File: src/rtl/cr_ahbl_slv_if.sv
// cr_ahbl_slv_if: AHB-Lite responder that turns single transfers into a
// req/ack access on a local memory or register port. It generates HREADY
// wait states and the two-cycle ERROR response.
//
// Optional feature macro: CR_AHBL_SLV_TIMEOUT_EN
//   defined   -> a local access that goes TIMEOUT_CYC cycles without ack is
//                abandoned and answered with an ERROR response.
//   undefined -> ACCESS waits for slv_ack indefinitely; no counter exists.
//
// Handshake: slv_req is high for every cycle spent in ACCESS. Once raised it
// stays high until the cycle in which slv_ack is seen (or, with the timeout
// feature, until the timeout fires). slv_err/slv_rdata are sampled only in a
// cycle where slv_req and slv_ack are both high.
module cr_ahbl_slv_if #(
  parameter int DATA_WIDTH  = 32,
  parameter int TIMEOUT_CYC = 16
) (
  input  logic                  ahbl_gated_clk,
  input  logic                  cpurst_b,
  input  logic                  ahbl_slv_hsel,
  input  logic [31:0]           ahbl_slv_haddr,
  input  logic [1:0]            ahbl_slv_htrans,
  input  logic                  ahbl_slv_hwrite,
  input  logic [2:0]            ahbl_slv_hsize,
  input  logic [3:0]            ahbl_slv_hprot,
  input  logic [DATA_WIDTH-1:0] ahbl_slv_hwdata,
  input  logic                  ahbl_slv_hready_in,
  output logic                  slv_ahbl_hready,
  output logic                  slv_ahbl_hresp,
  output logic [DATA_WIDTH-1:0] slv_ahbl_hrdata,
  output logic                  slv_req,
  output logic                  slv_write,
  output logic [31:0]           slv_addr,
  output logic [3:0]            slv_wstrb,
  output logic [DATA_WIDTH-1:0] slv_wdata,
  output logic [3:0]            slv_prot,
  input  logic                  slv_ack,
  input  logic                  slv_err,
  input  logic [DATA_WIDTH-1:0] slv_rdata,
  output logic                  ahblsif_idle
);

  typedef enum logic [1:0] {
    ST_IDLE   = 2'd0,
    ST_ACCESS = 2'd1,
    ST_ERR1   = 2'd2,
    ST_ERR2   = 2'd3
  } state_t;

  state_t      r_state;
  state_t      w_state_nxt;

  logic        w_acc;
  logic        w_legal;
  logic [3:0]  w_wstrb_d;
  logic        w_timeout;

  logic [29:0] r_addr_word;
  logic        r_hwrite;
  logic [3:0]  r_hprot;
  logic [3:0]  r_wstrb;

  // A transfer is accepted only when selected, NONSEQ/SEQ, and the bus is ready.
  assign w_acc = ahbl_slv_hsel & ahbl_slv_htrans[1] & ahbl_slv_hready_in;

  // Size/alignment legality and byte-lane decode, evaluated in the address phase.
  always_comb begin
    w_legal   = 1'b0;
    w_wstrb_d = 4'b0000;
    case (ahbl_slv_hsize)
      3'd0: begin
        w_legal   = 1'b1;
        w_wstrb_d = 4'b0001 << ahbl_slv_haddr[1:0];
      end
      3'd1: begin
        w_legal   = ~ahbl_slv_haddr[0];
        w_wstrb_d = ahbl_slv_haddr[1] ? 4'b1100 : 4'b0011;
      end
      3'd2: begin
        w_legal   = (ahbl_slv_haddr[1:0] == 2'b00);
        w_wstrb_d = 4'b1111;
      end
      default: begin
        w_legal   = 1'b0;
        w_wstrb_d = 4'b0000;
      end
    endcase
  end

  // Capture the address-phase attributes of every accepted transfer.
  always_ff @(posedge ahbl_gated_clk or negedge cpurst_b) begin
    if (!cpurst_b) begin
      r_addr_word <= '0;
      r_hwrite    <= 1'b0;
      r_hprot     <= '0;
      r_wstrb     <= '0;
    end else if (w_acc) begin
      r_addr_word <= ahbl_slv_haddr[31:2];
      r_hwrite    <= ahbl_slv_hwrite;
      r_hprot     <= ahbl_slv_hprot;
      r_wstrb     <= w_wstrb_d;
    end
  end

`ifdef CR_AHBL_SLV_TIMEOUT_EN
  logic [4:0] r_to_cnt;

  // Count ACCESS cycles without ack; any cycle not waiting in ACCESS clears it,
  // so the count always starts from zero on ACCESS entry.
  always_ff @(posedge ahbl_gated_clk or negedge cpurst_b) begin
    if (!cpurst_b) begin
      r_to_cnt <= '0;
    end else if ((r_state == ST_ACCESS) && !slv_ack) begin
      r_to_cnt <= r_to_cnt + 5'd1;
    end else begin
      r_to_cnt <= '0;
    end
  end

  assign w_timeout = (r_to_cnt == 5'(TIMEOUT_CYC - 1));
`else
  logic [31:0] w_unused_timeout_cyc;
  assign w_unused_timeout_cyc = TIMEOUT_CYC;
  assign w_timeout            = 1'b0;
`endif

  // State register; reset forces IDLE immediately, abandoning any request.
  always_ff @(posedge ahbl_gated_clk or negedge cpurst_b) begin
    if (!cpurst_b) begin
      r_state <= ST_IDLE;
    end else begin
      r_state <= w_state_nxt;
    end
  end

  // Next state and all bus/local handshake outputs.
  always_comb begin
    w_state_nxt     = r_state;
    slv_ahbl_hready = 1'b1;
    slv_ahbl_hresp  = 1'b0;
    slv_ahbl_hrdata = '0;
    slv_req         = 1'b0;
    case (r_state)
      ST_IDLE: begin
        if (w_acc) begin
          w_state_nxt = w_legal ? ST_ACCESS : ST_ERR1;
        end
      end
      ST_ACCESS: begin
        slv_req = 1'b1;
        if (slv_ack) begin
          if (!r_hwrite) begin
            slv_ahbl_hrdata = slv_rdata;
          end
          if (slv_err) begin
            slv_ahbl_hready = 1'b0;
            w_state_nxt     = ST_ERR1;
          end else if (w_acc) begin
            w_state_nxt = w_legal ? ST_ACCESS : ST_ERR1;
          end else begin
            w_state_nxt = ST_IDLE;
          end
        end else begin
          slv_ahbl_hready = 1'b0;
          if (w_timeout) begin
            w_state_nxt = ST_ERR1;
          end
        end
      end
      ST_ERR1: begin
        slv_ahbl_hready = 1'b0;
        slv_ahbl_hresp  = 1'b1;
        w_state_nxt     = ST_ERR2;
      end
      ST_ERR2: begin
        slv_ahbl_hresp = 1'b1;
        if (w_acc) begin
          w_state_nxt = w_legal ? ST_ACCESS : ST_ERR1;
        end else begin
          w_state_nxt = ST_IDLE;
        end
      end
      default: begin
        w_state_nxt = ST_IDLE;
      end
    endcase
  end

  assign slv_addr     = {r_addr_word, 2'b00};
  assign slv_write    = r_hwrite;
  assign slv_wstrb    = r_wstrb;
  assign slv_prot     = r_hprot;
  assign slv_wdata    = ahbl_slv_hwdata;
  assign ahblsif_idle = (r_state == ST_IDLE);

endmodule

File: config.mk
export PLATFORM = sky130hd
export DESIGN_NAME = cr_ahbl_slv_if
export DESIGN_NICKNAME = d
export VERILOG_FILES = /design/src/rtl/cr_ahbl_slv_if.sv
export SDC_FILE = /design/constraint.sdc
export NUM_CORES = 1
export LEC_CHECK = 0
export BUFFER_PORTS_ARGS = -buffer_cell sky130_fd_sc_hd__buf_2
export CAP_MARGIN = 25
export CORE_AREA = 2 2 86 88
export DETAILED_ROUTE_END_ITERATION = 10
export DIE_AREA = 0 0 88 90
export PLACE_DENSITY = 0.75
export SYNTH_ARGS = -nofsm -noshare
export SYNTH_HDL_FRONTEND = slang
export SYNTH_SLANG_ARGS = --single-unit
File: constraint.sdc
create_clock -name ahbl_gated_clk -period 1.95 [get_ports ahbl_gated_clk]
set_clock_uncertainty 0.15 [all_clocks]
set_input_delay 0.2925 -clock ahbl_gated_clk [delete_from_list [all_inputs] [get_ports ahbl_gated_clk]]
set_output_delay 0.2925 -clock ahbl_gated_clk [all_outputs]
set_load 0.03 [all_outputs]
======== Word-level counts from Yosys, hierarchy flattened ========
Cells that the tools add are included.
Widths: inputs -> output; s select.
cells by class
  equality and inequality tests ........... 7
  shift operators ......................... 1
  multiplexer cells ....................... 17
  bitwise gates (word level) .............. 3
  reductions and logical operators ........ 5
operators with widths
  cell                 count
  $mux 32              3
  $pmux 4 s3           1
  $mux 2               5
  $pmux 2 s4           1
  $eq 2x2->1 const B   2
  $logic_not 2->1      2
  $mux 1               4
  $mux 4               1
  $shl 1x2->4 const A  1
  $eq 3x1->1 const B   1
  $eq 3x2->1 const B   1
  $logic_not 3->1      1
  $pmux 1 s3           1
  $and 1x1->1          2
  $eq 2x1->1 const B   1
  $ne 2x1->1 const B   1
  $ne 2x2->1 const B   1
  $pmux 1 s2           1
  $reduce_and 2->1     1
  $reduce_or 2->1      1
  $not 1->1            1
word-level totals
  flip-flop bits (word level) ............. 41
  input port bits ......................... 112
  output and inout port bits .............. 109
  word-level logic and storage cells ...... 38

======== Longest topological paths before layout ========
  word-level depth ........................ 7
  depth in mapped cells ................... 4
  gate-level depth less buffers ........... 4

======== Worst setup path after synthesis ========
Ideal clock, no wire load.
  kind .................................... flip-flop to output port
  start ................................... register r_state[0]
  end ..................................... output port slv_ahbl_hrdata[10]
  data arrival time ....................... 1459 ps
  required time ........................... 1507 ps
  slack ................................... 48 ps
  cell stages (with the launch flop) ...... 5
  buffers on the path ..................... 1
  path through ............................ dfrtp_1 nor2b_4 nor3b_4 clkbuf_2 and2_1
between the ends
  longest elaborated chain between the ends .. 2
RTL lines
  element                 line  RTL
  from (decl)             50    state_t r_state;
  from (signal assigned)  132   r_state <= w_state_nxt;
  $eq 2x1->1              143   case (r_state)
  $mux 32                 143
  to (decl)               30    output logic [DATA_WIDTH-1:0] slv_ahbl_hrdata,
No other way between the ends.

======== Worst setup path after layout ========
  start ................................... register r_state[1]
  end ..................................... output port slv_ahbl_hrdata[23]
Same word-level chain as after synthesis.

==> flow_metrics.env <==
export IMPL_outcome="complete, but fails checks"
export IMPL_violations="setup timing"
export IMPL_setup_viol=32
export IMPL_viasPerCell=4.40
export IMPL_grt_max_degree=42
export IMPL_fp_dieH_um=90
export IMPL_worstReg2RegStart="r_state[1]"
export IMPL_cp_arrival_ns=1.59
export IMPL_synth_edf_count=0
export IMPL_grt_overflow_total=0
export IMPL_clk_pin_slew_ns=0.08
export IMPL_cpMostUsedCell="buf_6"
export IMPL_wl_mm=6.56
export IMPL_final_antenna_net_count=0
export IMPL_max_cap_violations=0
export IMPL_cp_required_ns=1.51
export IMPL_grt_util_all_layers_pct=14.8
export IMPL_worstMarginPinSlew_ns=0.522
export IMPL_syn_avg_cell_area_sq_um=11.5
export IMPL_crit_fanout=16
export IMPL_syn_instance_count=188
export IMPL_fmax_ghz=0.491
export IMPL_drive_above_1_share_pct=74.8
export IMPL_syn_cell_area_sq_um=2160
export IMPL_cts_buffers=5
export IMPL_ys_seq_area_share_pct=47.4
export IMPL_worstSkewPairLatency_ns=0.29
export IMPL_yosysUniqueCellTypes=28
export IMPL_synth_async_reset_ratio_pct=100
export IMPL_cts_max_level=2
export IMPL_gp_congestion=0.828
export IMPL_area_growth_pct=50.9
export IMPL_wl_per_cell_um=15.6
export IMPL_die_area_sq_um=7920
export IMPL_final_nets=432
export IMPL_ios=221
export IMPL_die_w_um=88
export IMPL_r2r_setup_slack_ns=0.63
export IMPL_numPortBuffers=153
export IMPL_rows=31
export IMPL_min_period_ns=2.04
export IMPL_dr_pass1_iters=4
export IMPL_slowest_delay_ns=0.42
export IMPL_initial_utilization_pct=30.8
export IMPL_grt_pass1_vias=1744
export IMPL_cts_sinks=41
export IMPL_drcViolationCount=0
export IMPL_min_from="slv_ack"
export IMPL_hold_end="r_state[0]"
export IMPL_ir_drop_mv=0.612
export IMPL_core_region_area_sq_um=7020
export IMPL_cts_tree="yes"
export IMPL_antennaDiodeCount=0
export IMPL_synth_area_leader_cell="dfrtp_1"
export IMPL_path_cells="nor2b_4, nor3b_4, buf_6, buf_12, and2_2, buf_6"
export IMPL_ys_flop_type="dfrtp_1"
export IMPL_ff2ff_path_depth=4
export IMPL_dpl_hpwl_mm=5.06
export IMPL_synth_warning_count=0
export IMPL_power_total_uw=3370
export IMPL_synth_seq_cells=41
export IMPL_cp_end_kind="output pin"
export IMPL_antenna_found_initial=0
export IMPL_slew_limit_headroom_pct=65.2
export IMPL_whs_path_depth=2
export IMPL_grt_pass1_wl_mm=8.87
export IMPL_ctsRootBufferMaster="clkbuf_8"
export IMPL_p_leak_uw=0.00169
export IMPL_rsz0062_at_grt="yes"
export IMPL_synth_area_top_cells="dfrtp_1 47%, mux2_2 18%, buf_4 12%, and2_2 7.3%, and2_1 3.2%"
export IMPL_fin_crit_sh_pct=104
export IMPL_dpl_worst_slack_ns=0.206
export IMPL_drv_slew=0
export IMPL_synth_top_area_share_pct=47.4
export IMPL_cpMaxStageDelayCell="dfrtp_1"
export IMPL_path_class="reg2out"
export IMPL_powerDensity_nw_per_um2=1030
export IMPL_r2r_end="r_state[1]"
export IMPL_hold_violations=0
export IMPL_hold_class="in2reg"
export IMPL_vias=1850
export IMPL_cp_start_kind="flop"
export IMPL_yosys_cell_count_top_type="dfrtp_1"
export IMPL_synth_commonest_cells="41 x dfrtp_1, 35 x mux2_2, 34 x buf_4, 21 x and2_2, 11 x and2_1"
export IMPL_timing_final_ws_setup_ns=-0.0858
export IMPL_drt_iter0_drc=25
export IMPL_clockBufferDepth=2
sequential cells by signal, summed over array words and instances, names as in the netlist:
register / flops
slv_write: 1
slv_prot: 4
slv_wstrb: 4
r_state: 2
r_addr_word: 30
stage by stage:
step / area [sq um] / TNS (ns) / cells / util (%) / hold WS, ns
final: 3270 / -2.20 / 420 / 46.5 / 0.0669
after floorplan: 2170 / 0 / 189 / - / -0.153
after CTS: 3170 / -2.00 / 415 / 45.2 / 0.0431
after global routing: 3270 / -5.18 / 420 / 46.5 / 0.0481
after global placement: 2850 / 0 / 406 / 40.5 / 0.231
after detailed placement: 2850 / 0 / 406 / 40.5 / 0.242
cells by family (layout without fill, tap and decap cells):
group,count (synthesis),count (layout),share of synthesized area (%)
muxes,35,35,18.2
other,1,2,0.173
AOI/OAI and AO/OA,17,17,5.15
buffers and inverters,45,177,14.1
DFF,41,41,47.4
and+or+nand+nor,49,49,15.0
what timing repair did:
| item | 4_1_cts | 5_1_grt |
|---|---|---|
| endpoints found under the hold margin | 41 | 0 |
| endpoints found under the setup margin | 32 | 32 |
| setup buffers | 0 | 3 |
| pin swaps | 0 | 16 |
| gates resized for setup | 64 | 19 |
| gates cloned | 0 | 2 |
| hold buffers | 1 | 0 |
critical path: cells and delay by family, from the launching register on:
| family | cells | cell delay (ns) |
|---|---|---|
| buffers and inverters | 3 | 0.40 |
| flip-flops | 1 | 0.42 |
| AND/OR/NAND/NOR | 3 | 0.49 |
power breakdown:
group / total [uW] / internal [uW] / switching [uW]
clock: 705 / 418 / 288
sequential: 1110 / 1020 / 91.9
combinational: 1550 / 644 / 908
layout by cell type, fill, tap and decap left out:
master         instances
clkbuf_1               1
buf_4                  7
and2_4                18
buf_2                121
and2_1                 5
nor2_1                 6
a211o_1                1
o21ai_0                5
buf_12                 2
nor3b_4                1
clkbuf_16              1
nand3_2                1
o32ai_1                1
a2bb2oi_1              1
a31oi_1                1
nand2b_1               1
dfrtp_1               41
nor2b_4                1
buf_6                 34
inv_1                  3
and3_2                 1
nand2_1                5
o21a_1                 1
conb_1                 2
and2_2                 9
a21boi_0               1
nor3_1                 1
dlygate4sd3_1          1
o21ba_2                1
a21oi_1                4
bufinv_16              1
a21o_2                 1
clkbuf_8               6
mux2_2                35
metal layers:
layer | track usage (%) | wire length, um
met3 | 7.44 | 770
met1 | 16.7 | 2410
met2 | 24.4 | 3320
met4 | 3.85 | 57
met5 | 0 | 0
how the worst max path moves through the flow:
stage               start  slack (ns)             endpoint
2_1_floorplan  r_state[0]        0.05  slv_ahbl_hrdata[10]
4_1_cts        r_state[1]       -0.08   slv_ahbl_hrdata[0]
3_5_place_dp   r_state[1]        0.21   slv_ahbl_hrdata[0]
5_1_grt        r_state[1]       -0.19  slv_ahbl_hrdata[23]
3_3_place_gp   r_state[1]        0.23   slv_ahbl_hrdata[0]
6_report       r_state[1]       -0.09  slv_ahbl_hrdata[23]
cell type report:
cell class | instances | area (sq um)
Clock buffer | 7 | 86.3
Clock inverter | 1 | 30.0
Fill cell | 647 | 3750
Inverter | 3 | 11.3
Multi-Input combinational cell | 103 | 872
Sequential cell | 41 | 1030
Tap cell | 99 | 124
Timing Repair Buffer | 166 | 1120
No activity file was read; power rests on OpenSTA's default activity.
